### src/rtl/pinball_pkg.sv
// Shared types and constants for the pinball game sequencer.
// Holds state codes, screen geometry, velocity width and motion helpers.
package pinball_pkg;

    typedef enum logic [2:0] {
        ST_IDLE   = 3'd0,
        ST_LAUNCH = 3'd1,
        ST_PLAY   = 3'd2,
        ST_LOST   = 3'd3,
        ST_OVER   = 3'd4
    } state_e;

    localparam int VW         = 6;
    localparam int BORDER_XL  = 160;
    localparam int BORDER_XR  = 644;
    localparam int BORDER_TOP = 52;
    localparam int LOST_Y_DEF = 500;

    function automatic logic signed [VW-1:0] vabs(
        input logic signed [VW-1:0] v
    );
        return v[VW-1] ? -v : v;
    endfunction

    // Position step: negative results stick at 0, overflow sticks at 1023.
    function automatic logic [9:0] pos_step(
        input logic [9:0]           p,
        input logic signed [VW-1:0] v
    );
        logic [11:0] s;
        s = {2'b00, p} + {{(12-VW){v[VW-1]}}, v};
        if (s[11]) return 10'd0;
        if (s[10]) return 10'h3FF;
        return s[9:0];
    endfunction

endpackage

### src/rtl/bcd_counter2.sv
// Two-digit BCD counter, saturating at 99, with synchronous clear.
// Ports: i_clk, i_rst_n, i_clr, i_en in; o_bcd (8-bit BCD) out.
module bcd_counter2 (
    input  logic       i_clk,
    input  logic       i_rst_n,
    input  logic       i_clr,
    input  logic       i_en,
    output logic [7:0] o_bcd
);
    logic [3:0] r_lo;
    logic [3:0] r_hi;

    always_ff @(posedge i_clk or negedge i_rst_n) begin
        if (!i_rst_n) begin
            r_lo <= 4'd0;
            r_hi <= 4'd0;
        end else if (i_clr) begin
            r_lo <= 4'd0;
            r_hi <= 4'd0;
        end else if (i_en && !(r_hi == 4'd9 && r_lo == 4'd9)) begin
            if (r_lo == 4'd9) begin
                r_lo <= 4'd0;
                r_hi <= r_hi + 4'd1;
            end else begin
                r_lo <= r_lo + 4'd1;
            end
        end
    end

    assign o_bcd = {r_hi, r_lo};
endmodule

### src/rtl/pinball_game_ctrl.sv
// Per-frame pinball game sequencer: ball motion, flippers, score, lives, timer.
// In: clk, rst_n, frame_tick, buttons, collision flags. Out: ball, flippers, BCD fields, lives, state.
module pinball_game_ctrl
    import pinball_pkg::*;
#(
    parameter int CLK_HZ      = 50000000,
    parameter int BALL_X0     = 180,
    parameter int BALL_Y0     = 242,
    parameter int VX0         = 5,
    parameter int VY0         = -1,
    parameter int VMAX        = 8,
    parameter int GRAV_DIV    = 4,
    parameter int VKICK       = 7,
    parameter int FLIP_MAX    = 40,
    parameter int FLIP_STEP   = 4,
    parameter int LOST_Y      = LOST_Y_DEF,
    parameter int LIVES0      = 3,
    parameter int LOST_FRAMES = 60
) (
    input  logic       clk,
    input  logic       rst_n,
    input  logic       frame_tick,
    input  logic       startbutton,
    input  logic       start_sagkol,
    input  logic       start_solkol,
    input  logic       hit_wall_l,
    input  logic       hit_wall_r,
    input  logic       hit_top,
    input  logic [3:0] hit_bumper,
    input  logic       hit_flip_l,
    input  logic       hit_flip_r,
    output logic [9:0] X_top_merkez,
    output logic [9:0] Y_top_merkez,
    output logic [5:0] doga_sag,
    output logic [5:0] doga_sol,
    output logic [7:0] score_bcd,
    output logic [7:0] time_bcd,
    output logic [1:0] lives,
    output logic [2:0] state
);
    localparam int CW = (CLK_HZ > 1) ? $clog2(CLK_HZ) : 1;

    localparam logic [9:0]           LP_X0    = 10'(BALL_X0);
    localparam logic [9:0]           LP_Y0    = 10'(BALL_Y0);
    localparam logic [9:0]           LP_LOSTY = 10'(LOST_Y);
    localparam logic signed [VW-1:0] LP_VX0   = VW'(VX0);
    localparam logic signed [VW-1:0] LP_VY0   = VW'(VY0);
    localparam logic signed [VW-1:0] LP_VMAX  = VW'(VMAX);
    localparam logic signed [VW-1:0] LP_KICK  = VW'(VKICK);
    localparam logic [5:0]           LP_FMAX  = 6'(FLIP_MAX);
    localparam logic [5:0]           LP_FSTEP = 6'(FLIP_STEP);
    localparam logic [7:0]           LP_GLAST = 8'(GRAV_DIV - 1);
    localparam logic [7:0]           LP_LLAST = 8'(LOST_FRAMES - 1);
    localparam logic [1:0]           LP_LIV0  = 2'(LIVES0);
    localparam logic [CW-1:0]        LP_SLAST = CW'(CLK_HZ - 1);

    function automatic logic [5:0] flip_next(
        input logic [5:0] a,
        input logic       held
    );
        if (held)
            return (a >= LP_FMAX - LP_FSTEP) ? LP_FMAX : a + LP_FSTEP;
        return (a <= LP_FSTEP) ? 6'd0 : a - LP_FSTEP;
    endfunction

    logic [1:0] r_rst_ff;
    logic       w_rst_n;

    // Reset asserts immediately, releases two clocks later.
    always_ff @(posedge clk or negedge rst_n) begin
        if (!rst_n) r_rst_ff <= 2'b00;
        else        r_rst_ff <= {r_rst_ff[0], 1'b1};
    end
    assign w_rst_n = r_rst_ff[1];

    logic [2:0] r_start_s;
    logic [1:0] r_sag_s;
    logic [1:0] r_sol_s;
    logic       w_start_pulse;

    always_ff @(posedge clk or negedge w_rst_n) begin
        if (!w_rst_n) begin
            r_start_s <= 3'b000;
            r_sag_s   <= 2'b11;
            r_sol_s   <= 2'b11;
        end else begin
            r_start_s <= {r_start_s[1:0], startbutton};
            r_sag_s   <= {r_sag_s[0], start_sagkol};
            r_sol_s   <= {r_sol_s[0], start_solkol};
        end
    end
    assign w_start_pulse = r_start_s[1] & ~r_start_s[2];

    state_e                 r_state;
    state_e                 w_next;
    logic [9:0]             r_x;
    logic [9:0]             r_y;
    logic signed [VW-1:0]   r_vx;
    logic signed [VW-1:0]   r_vy;
    logic [5:0]             r_sag;
    logic [5:0]             r_sol;
    logic [1:0]             r_lives;
    logic [7:0]             r_grav_cnt;
    logic [7:0]             r_lost_cnt;
    logic [CW-1:0]          r_sec_cnt;

    logic signed [VW-1:0]   w_vx_c;
    logic signed [VW-1:0]   w_vy_c;
    logic signed [VW-1:0]   w_vy_g;
    logic                   w_bump;
    logic                   w_kick;
    logic                   w_grav;
    logic                   w_sec_tc;
    logic [9:0]             w_x_new;
    logic [9:0]             w_y_new;
    logic                   w_play_tick;

    assign w_play_tick = (r_state == ST_PLAY) && frame_tick;
    assign w_grav      = (r_grav_cnt == LP_GLAST);
    assign w_sec_tc    = (r_sec_cnt == LP_SLAST);
    assign w_kick      = (hit_flip_l && r_sol != 6'd0) ||
                         (hit_flip_r && r_sag != 6'd0);

    // One collision rule per frame, highest priority first.
    always_comb begin
        w_vx_c = r_vx;
        w_vy_c = r_vy;
        w_bump = 1'b0;
        if (hit_wall_l) begin
            w_vx_c = vabs(r_vx);
        end else if (hit_wall_r) begin
            w_vx_c = -vabs(r_vx);
        end else if (hit_top) begin
            w_vy_c = vabs(r_vy);
        end else if (|hit_bumper) begin
            w_vx_c = -r_vx;
            w_vy_c = -r_vy;
            w_bump = 1'b1;
        end else if (w_kick) begin
            w_vy_c = -LP_KICK;
        end
        w_vy_g = w_vy_c;
        if (w_grav) w_vy_g = w_vy_c + 6'sd1;
        if (w_vy_g > LP_VMAX)       w_vy_g = LP_VMAX;
        else if (w_vy_g < -LP_VMAX) w_vy_g = -LP_VMAX;
    end

    assign w_x_new = pos_step(r_x, w_vx_c);
    assign w_y_new = pos_step(r_y, w_vy_g);

    always_comb begin
        w_next = r_state;
        unique case (r_state)
            ST_IDLE:   if (w_start_pulse) w_next = ST_LAUNCH;
            ST_LAUNCH: if (w_start_pulse) w_next = ST_PLAY;
            ST_PLAY:   if (frame_tick && w_y_new >= LP_LOSTY) w_next = ST_LOST;
            ST_LOST:
                if (frame_tick && r_lost_cnt == LP_LLAST)
                    w_next = (r_lives == 2'd0) ? ST_OVER : ST_LAUNCH;
            ST_OVER:   if (w_start_pulse) w_next = ST_IDLE;
            default:   w_next = ST_IDLE;
        endcase
    end

    always_ff @(posedge clk or negedge w_rst_n) begin
        if (!w_rst_n) r_state <= ST_IDLE;
        else          r_state <= w_next;
    end

    always_ff @(posedge clk or negedge w_rst_n) begin
        if (!w_rst_n) begin
            r_x        <= LP_X0;
            r_y        <= LP_Y0;
            r_vx       <= LP_VX0;
            r_vy       <= LP_VY0;
            r_grav_cnt <= 8'd0;
        end else if (r_state == ST_IDLE || r_state == ST_LAUNCH) begin
            r_x        <= LP_X0;
            r_y        <= LP_Y0;
            r_vx       <= LP_VX0;
            r_vy       <= LP_VY0;
            r_grav_cnt <= 8'd0;
        end else if (w_play_tick) begin
            r_x        <= w_x_new;
            r_y        <= w_y_new;
            r_vx       <= w_vx_c;
            r_vy       <= w_vy_g;
            r_grav_cnt <= w_grav ? 8'd0 : r_grav_cnt + 8'd1;
        end
    end

    always_ff @(posedge clk or negedge w_rst_n) begin
        if (!w_rst_n) begin
            r_sag <= 6'd0;
            r_sol <= 6'd0;
        end else if (r_state != ST_PLAY) begin
            r_sag <= 6'd0;
            r_sol <= 6'd0;
        end else if (frame_tick) begin
            r_sag <= flip_next(r_sag, ~r_sag_s[1]);
            r_sol <= flip_next(r_sol, ~r_sol_s[1]);
        end
    end

    always_ff @(posedge clk or negedge w_rst_n) begin
        if (!w_rst_n) begin
            r_lives    <= LP_LIV0;
            r_lost_cnt <= 8'd0;
        end else begin
            if (r_state == ST_IDLE)
                r_lives <= LP_LIV0;
            else if (r_state == ST_PLAY && w_next == ST_LOST)
                r_lives <= r_lives - 2'd1;
            if (r_state != ST_LOST)
                r_lost_cnt <= 8'd0;
            else if (frame_tick)
                r_lost_cnt <= r_lost_cnt + 8'd1;
        end
    end

    // Seconds prescaler only advances in play and keeps its phase otherwise.
    always_ff @(posedge clk or negedge w_rst_n) begin
        if (!w_rst_n)                r_sec_cnt <= '0;
        else if (r_state == ST_PLAY) r_sec_cnt <= w_sec_tc ? '0 : r_sec_cnt + 1'b1;
    end

    bcd_counter2 u_score (
        .i_clk   (clk),
        .i_rst_n (w_rst_n),
        .i_clr   (r_state == ST_IDLE),
        .i_en    (w_play_tick && w_bump),
        .o_bcd   (score_bcd)
    );

    bcd_counter2 u_time (
        .i_clk   (clk),
        .i_rst_n (w_rst_n),
        .i_clr   (r_state == ST_IDLE),
        .i_en    ((r_state == ST_PLAY) && w_sec_tc),
        .o_bcd   (time_bcd)
    );

    assign X_top_merkez = r_x;
    assign Y_top_merkez = r_y;
    assign doga_sag     = r_sag;
    assign doga_sol     = r_sol;
    assign lives        = r_lives;
    assign state        = r_state;
endmodule

### config.mk
export PLATFORM = sky130hd
export DESIGN_NAME = pinball_game_ctrl
export DESIGN_NICKNAME = d
export VERILOG_FILES = /design/src/rtl/pinball_pkg.sv /design/src/rtl/bcd_counter2.sv /design/src/rtl/pinball_game_ctrl.sv
export SDC_FILE = /design/constraint.sdc
export NUM_CORES = 1
export LEC_CHECK = 0
export BUFFER_PORTS_ARGS = -buffer_cell sky130_fd_sc_hd__buf_4
export CAP_MARGIN = 40
export CORE_MARGIN = 3
export CORE_UTILIZATION = 45
export CTS_BUF_LIST = sky130_fd_sc_hd__clkbuf_4 sky130_fd_sc_hd__clkbuf_8
export CTS_CLUSTER_DIAMETER = 200
export DETAILED_ROUTE_END_ITERATION = 10
export GPL_TIMING_DRIVEN = 0
export PLACE_DENSITY = 0.66
export SETUP_SLACK_MARGIN = 0.1
export SYNTH_ARGS = -nofsm -noshare
export SYNTH_HDL_FRONTEND = slang
export SYNTH_SLANG_ARGS = --single-unit
### constraint.sdc
create_clock -name clk -period 3.2 [get_ports clk]
set_input_delay 0.32 -clock clk [delete_from_list [all_inputs] [get_ports clk]]
set_output_delay 0.32 -clock clk [all_outputs]
set_load 0.02 [all_outputs]
======== Word level (Yosys, flattened, before mapping) ========
Index checks and enable logic that the tools add are counted.
operators by class
  add/sub/neg operators ................... 18
  magnitude comparators ................... 7
  eq/ne operators ......................... 14
  muxes and demuxes ....................... 85
  bitwise operators ....................... 2
  reductions and logical operators ........ 31
operator list
  kind                                                                                   count
  6-bit two-way mux                                                                      30
  10-bit two-way mux                                                                     12
  4-bit two-way mux                                                                      12
  8-bit two-way mux                                                                      5
  26-bit by 1-bit adder with 26-bit output (second input constant)                       1
  26-bit == test (second input constant)                                                 1
  26-bit two-way mux                                                                     1
  11-bit by 6-bit adder with 12-bit output                                               2
  3-bit two-way mux                                                                      6
  6-bit negator                                                                          3
  4-bit by 1-bit adder with 4-bit output (second input constant)                         4
  8-bit by 1-bit adder with 8-bit output (second input constant)                         2
  4-bit == test (second input constant)                                                  4
  1-bit two-way mux                                                                      16
  2-bit nonzero test                                                                     8
  3-bit one-hot mux with 5 select lines                                                  1
  6-bit by 3-bit adder with 6-bit output (second input constant)                         2
  6-bit greater-or-equal comparator (second input constant)                              2
  6-bit by 3-bit <= comparator with 1-bit output (second input constant)                 2
  1-bit logical AND                                                                      12
  6-bit nonzero test                                                                     2
  6-bit by 3-bit subtractor with 6-bit output (second input constant)                    2
  10-bit by 9-bit greater-or-equal comparator with 1-bit output (second input constant)  1
  3-bit by 2-bit == test with 1-bit output (second input constant)                       3
  18 further kinds                                                                       23
storage, ports and cells
  register bits ........................... 116
  input port bits ......................... 15

======== Depth between registers and ports, before layout ========
  depth in word-level cells ............... 26
  gate-level depth with buffers ........... 26
  mapped depth without buffers ............ 26

======== Modules after synthesis ========
Synthesis repeated with hierarchy kept, for this count alone.
second synthesis, totals
  cell total of the unflattened synthesis .. 831
  area total of the unflattened synthesis .. 7,438.4 um^2
by module, submodules not included
  module                   times used  cells an instance  area an instance (um^2)  sequential area each (um^2)
  pinball_game_ctrl        1           728                6,454.9                  2,404.8
  bcd_counter2 at u_time   1           52                 503.0                    200.2
  bcd_counter2 at u_score  1           51                 480.5                    200.2

======== Least setup slack after synthesis ========
No wires, ideal clock.
  kind .................................... register to register
  start point ............................. register r_sol[2], in the netlist doga_sol[2]
  end point ............................... register r_lives[0], in the netlist lives[0]
  data arrival time ....................... 5.517 ns
  data required time ...................... 3.114 ns
  path slack .............................. -2.403 ns
  stages on the path, launching flop included .. 26
  period minus slack after synthesis ...... 5.603 ns
  cells stage by stage .................... dfrtp_1 > inv_1 > ha_1 > or3b_1 > a22o_1 > a32oi_4 > ha_1 > nand2_1 > o21ba_2 > nor2_1 > xnor2_1 > nor3_1 > nor2_1 > nor2_1 > ha_1 > inv_1 > fa_1 > nand2b_1 > a21o_1 > a21oi_1 > xor2_1 > o2111ai_1 > or4_4 > nand2_1 > mux2_2 > a2111o_1
between the ends
  longest elaborated chain between the ends .. 25
RTL lines
  item                                                               line                      text
  start: declaration                                                 pinball_game_ctrl.sv:101  logic [5:0] r_sol;
  start signal: assignment                                           pinball_game_ctrl.sv:201  r_sol <= flip_next(r_sol, ~r_sol_s[1]);
  6-bit nonzero test (*)                                             pinball_game_ctrl.sv:121  assign w_kick = (hit_flip_l && r_sol != 6'd0) ||
  1-bit logical AND (*)                                              pinball_game_ctrl.sv:121
  1-bit logical OR (*)                                               pinball_game_ctrl.sv:121
  6-bit two-way mux (*)                                              pinball_game_ctrl.sv:139  end else if (w_kick) begin
  6-bit two-way mux (*)                                              pinball_game_ctrl.sv:135  end else if (|hit_bumper) begin
  6-bit two-way mux (*)                                              pinball_game_ctrl.sv:133  end else if (hit_top) begin
  6-bit two-way mux (*)                                              pinball_game_ctrl.sv:131  end else if (hit_wall_r) begin
  6-bit two-way mux (*)                                              pinball_game_ctrl.sv:129  if (hit_wall_l) begin
  (+9 left out)                                                      -
  10-bit two-way mux (*)                                             pinball_pkg.sv:33         if (s[10]) return 10'h3FF;
  10-bit by 9-bit greater-or-equal comparator with 1-bit output (*)  pinball_game_ctrl.sv:156  ST_PLAY: if (frame_tick && w_y_new >= LP_LOSTY) w_next = ST_LOST;
  1-bit logical AND (*)                                              pinball_game_ctrl.sv:156
  3-bit two-way mux (*)                                              pinball_game_ctrl.sv:156
  3-bit one-hot mux with 5 select lines (*)                          pinball_game_ctrl.sv:153  unique case (r_state)
  3-bit by 2-bit == test with 1-bit output (*)                       pinball_game_ctrl.sv:212  else if (r_state == ST_PLAY && w_next == ST_LOST)
  1-bit logical AND (*)                                              pinball_game_ctrl.sv:212
  2-bit nonzero test (no line) (*)                                   -
  end signal: assignment                                             pinball_game_ctrl.sv:213  r_lives <= r_lives - 2'd1;
  end: declaration                                                   pinball_game_ctrl.sv:102  logic [1:0] r_lives;
Every way passes the cells marked *; elsewhere a longest branch is shown, timed or not. The select of a mux whose other input is x is not followed.
A chain may end at the register's enable or synchronous reset.

======== Worst setup path in the final report ========
  start point ............................. register r_sag[3], in the netlist doga_sag[3]
  end point ............................... register r_lives[0], in the netlist lives[0]
between the ends
  longest elaborated chain between the ends .. 25
RTL lines
  item                                                               line                      text
  start: declaration                                                 pinball_game_ctrl.sv:100  logic [5:0] r_sag;
  start signal: assignment                                           pinball_game_ctrl.sv:200  r_sag <= flip_next(r_sag, ~r_sag_s[1]);
  6-bit nonzero test (*)                                             pinball_game_ctrl.sv:122  (hit_flip_r && r_sag != 6'd0);
  1-bit logical AND (*)                                              pinball_game_ctrl.sv:122
  1-bit logical OR (*)                                               pinball_game_ctrl.sv:121
  6-bit two-way mux (*)                                              pinball_game_ctrl.sv:139
  6-bit two-way mux (*)                                              pinball_game_ctrl.sv:135
  6-bit two-way mux (*)                                              pinball_game_ctrl.sv:133
  6-bit two-way mux (*)                                              pinball_game_ctrl.sv:131
  6-bit two-way mux (*)                                              pinball_game_ctrl.sv:129
  (+9 left out)                                                      -
  10-bit two-way mux (*)                                             pinball_pkg.sv:33
  10-bit by 9-bit greater-or-equal comparator with 1-bit output (*)  pinball_game_ctrl.sv:156
  1-bit logical AND (*)                                              pinball_game_ctrl.sv:156
  3-bit two-way mux (*)                                              pinball_game_ctrl.sv:156
  3-bit one-hot mux with 5 select lines (*)                          pinball_game_ctrl.sv:153
  3-bit by 2-bit == test with 1-bit output (*)                       pinball_game_ctrl.sv:212
  1-bit logical AND (*)                                              pinball_game_ctrl.sv:212
  2-bit nonzero test (no line) (*)                                   -
Marked as above.

==> impl_metrics.env <==
export IMPL_syn_avg_cell_area_um2=8.93
export IMPL_synth_top_family_by_area="simple AND/OR/NAND/NOR gates"
export IMPL_antenna_cells=0
export IMPL_cts_clk_slew_worst_paths_ns=0.11
export IMPL_yosysSeqAreaShare=0.379
export IMPL_crit_path_start="doga_sag[3]"
export IMPL_path_max_fanout=5
export IMPL_area_growth_syn_to_layout_pct=29.2
export IMPL_yosys_area_top_type="dfrtp_1"
export IMPL_synthCells=829
export IMPL_drive_gt1_frac=0.316
export IMPL_worstReg2RegEnd="lives[0]"
export IMPL_arrival_ns=5.74
export IMPL_synth_mux_area_frac=0.0142
export IMPL_fin_util=0.598
export IMPL_cts_buffer_depth=2
export IMPL_grt_usage=0.207
export IMPL_p_per_area_nw_per_um2=833
export IMPL_yosys_area_share_simple=0.220
export IMPL_crit_slowest_cell="or4_4"
export IMPL_cts_htree_levels=3
export IMPL_yosysMostFrequentCell="nor2_1"
export IMPL_rsz0062_at_grt="true"
export IMPL_max_vdd_ir_drop_v=0.000364
export IMPL_place_gp_congestion=0.881
export IMPL_max_stage_delay_ns=0.52
export IMPL_die_area_um2=18000
export IMPL_path_buf_inv=4
export IMPL_initialDrtViolationCount=359
export IMPL_synth_top_area_share=0.301
export IMPL_required_ns=3.53
export IMPL_synth_xor_area_frac=0.0686
export IMPL_leakagePower_nw=4.13
export IMPL_cts_tree="yes"
export IMPL_ys_flop_type="dfrtp_1"
export IMPL_finalCritPeriodShare=1.69
export IMPL_use_met2=0.338
export IMPL_final_nets=1029
export IMPL_clock_latency_ns=0.40
export IMPL_grt_max_degree=61
export IMPL_max_slew_margin=0.369
export IMPL_numCtsBuffers=9
export IMPL_yosys_top_cells_area="dfrtp_1 (30%), ha_1 (8.1%), dfstp_2 (7.8%)"
export IMPL_synth_commonest_cells="nor2_1 (99), dfrtp_1 (89), nand2_1 (61)"
export IMPL_mappedNetlistArea_um2=7400
export IMPL_cts_sinks=111
export IMPL_io_pin_count=68
export IMPL_synth_compound_area_share=0.191
export IMPL_drv_cap=0
export IMPL_min_period_ns=5.41
export IMPL_end_kind="flip-flop"
export IMPL_synth_seq_cells=111
export IMPL_grt_pass1_vias=6218
export IMPL_netSwitchingFraction=0.448
export IMPL_synth_cell_types=81
export IMPL_ys_warnings_count=0
export IMPL_tns_ns=-26.60
export IMPL_rrSetupSlack_ns=-2.21
export IMPL_crit_family="compound AO/OA/AOI/OAI gates"
export IMPL_drtAntennaViolNets=0
export IMPL_violations="negative setup slack"
export IMPL_synthAdderAreaFrac=0.0865
export IMPL_hp_class="in -> reg"
export IMPL_wl_per_cell_um=15.6
export IMPL_power_switching_mw=3.57
export IMPL_grt_pass1_wl_um=30900
export IMPL_ff2ff_path_depth=23
export IMPL_coreArea_um2=16000
export IMPL_status="finished with violations"
export IMPL_crit_cells=23
export IMPL_internal_power_mw=4.40
export IMPL_cts_root_buf="clkbuf_8"
export IMPL_drc=0
export IMPL_synth_edf_count=0
export IMPL_p_total_mw=7.97
export IMPL_die_w_um=134
export IMPL_power_frac_clock=0.106
export IMPL_initial_core_util=0.463
export IMPL_path_cells="inv_2, ha_4, or3b_4, a22o_4, a32oi_4, buf_4, o2111a_4, nor2_1, o21ai_2, a21oi_4, buf_4, o21ai_4, inv_2, ha_4, a21oi_1, o2111ai_2, xnor2_1, nor2b_1, o2111ai_1, or4_4, nand2_2, mux2_4, a2111o_1"
export IMPL_busiest_layer="met2"
export IMPL_synth_async_reset_ratio=1.00
export IMPL_dr_pass1_iters=5
export IMPL_setup_viol_count_final=23
export IMPL_fp_row_count=46
export IMPL_worstSetupPathType="reg -> reg"
export IMPL_dp_hpwl_um=12600
export IMPL_seqPwrFrac=0.269
export IMPL_wl_um=18500
export IMPL_gr_usage_met1=0.290
export IMPL_tightest_slew_ns=0.943
export IMPL_crit_end="lives[0]"
export IMPL_worst_slack_ns=-2.21
export IMPL_numPortBuffers=61
export IMPL_comb_power_share=0.626
export IMPL_use_met3=0.0266
export IMPL_finalMaxSlewViolations=0
export IMPL_reg2reg_from="doga_sag[3]"
export IMPL_vias=6518
export IMPL_gr_total_overflow=0
export IMPL_viasPerCell=5.50
export IMPL_fp_dieH_um=134
export IMPL_fin_skew_ns=0.0206
export IMPL_start_kind="flip-flop"
export IMPL_finalHoldViolCount=0
export IMPL_clock_fmax_ghz=0.185
export IMPL_antenna_found_initial=0
-- final cells by class --
type                       count  area (um^2)
clock buffer                  11          145
multi-input combinational    648         5040
inverter                      41          154
clock inverter                 5         38.8
sequential                   111         2810
tap                          216          270
fill                        1451         6440
buffer                        32          158
timing repair buffer         121          947
-- sequential cells by signal, summed over array words and instances, names as in the netlist --
signal	cells
u_score.r_hi	4
state	3
lives	2
r_sol_s	2
doga_sag	4
r_grav_cnt	8
r_vx	6
r_sec_cnt	26
r_lost_cnt	8
X_top_merkez	10
Y_top_merkez	10
u_time.r_lo	4
u_time.r_hi	4
r_vy	5
r_sag_s	2
u_score.r_lo	4
r_start_s	3
r_rst_ff	2
doga_sol	4
-- kinds of logic (layout without fill, tap and decap cells) --
kind of cell | count (synthesis) | after routing
compound gates | 206 | 206
xor+xnor | 58 | 58
fa+ha+maj | 50 | 50
buf+inv | 73 | 210
flops | 111 | 111
mux | 10 | 10
other cells | 2 | 5
simple gates | 319 | 319
-- layout by cell type (no fill, tap or decap), drive strengths merged, types with 35 or more instances in the layout --
| cell | Yosys | layout |
|---|---|---|
| o21ai | 63 | 63 |
| nor3 | 35 | 35 |
| buf | 8 | 129 |
| dfrtp | 89 | 89 |
| xor2 | 36 | 36 |
| inv | 41 | 44 |
| ha | 48 | 48 |
| a21oi | 44 | 44 |
| nor2 | 99 | 99 |
| nand2 | 61 | 61 |
-- metal layers --
metal / vias up / wire [um]
li1: 3233 / -
met4: 0 / 296
met1: 3155 / 8770
met5: - / 0
met2: 110 / 8920
met3: 20 / 561
-- stage by stage --
stage               instances  area [um^2]  setup WS [ns]  hold WS [ns]
floorplan                 832         7610          -2.10        0.0244
global placement         1109         8330          -2.75         0.104
detailed placement       1111         8370          -2.73         0.103
CTS                      1167         9220          -2.29       0.00688
global route             1185         9560          -2.43       0.00772
finish                   1185         9560          -2.21        0.0288
-- worst reg2reg max path, cell delays in order (launching register included) --
cell       delay [ns]
dfrtp_2          0.44
inv_2            0.08
ha_4             0.13
or3b_4           0.40
a22o_4           0.27
a32oi_4          0.20
buf_4            0.18
o2111a_4         0.28
nor2_1           0.08
o21ai_2          0.26
a21oi_4          0.10
buf_4            0.16
o21ai_4          0.23
inv_2            0.07
ha_4             0.22
a21oi_1          0.25
o2111ai_2        0.19
xnor2_1          0.26
nor2b_1          0.23
o2111ai_1        0.14
or4_4            0.52
nand2_2          0.08
mux2_4           0.29
a2111o_1         0.28
-- timing repair --
action / 4_1_cts / 5_1_grt
endpoints found under the setup margin: 36 / 34
resized for setup: 73 / 52
buffers inserted: 39 / 18
pin swaps: 42 / 27
endpoints found under the hold margin: 2 / 0
hold buffers: 1 / 0
-- worst min path at each step --
stage | startpoint | endpoint | slack, ns | cells past startpoint
2_1_floorplan | rst_n | r_rst_ff[0] | 0.02 | 0
3_3_place_gp | rst_n | r_rst_ff[0] | 0.10 | 1
3_5_place_dp | rst_n | r_rst_ff[0] | 0.10 | 1
4_1_cts | startbutton | r_start_s[0] | 0.007 | 1
5_1_grt | start_sagkol | r_sag_s[0] | 0.008 | 1
6_report | startbutton | r_start_s[0] | 0.03 | 1
-- power by group through the flow --
stage / Combinational (mW) / Clock [mW] / Sequential (mW)
detailed placement: 3.69 / 0 / 2.14
CTS: 4.51 / 0.864 / 2.13
global route: 5.46 / 0.911 / 2.20
global placement: 3.61 / 0 / 2.16
finish: 4.99 / 0.842 / 2.14
floorplan: 2.64 / 0 / 2.26
(Power assumes the default switching activity.)
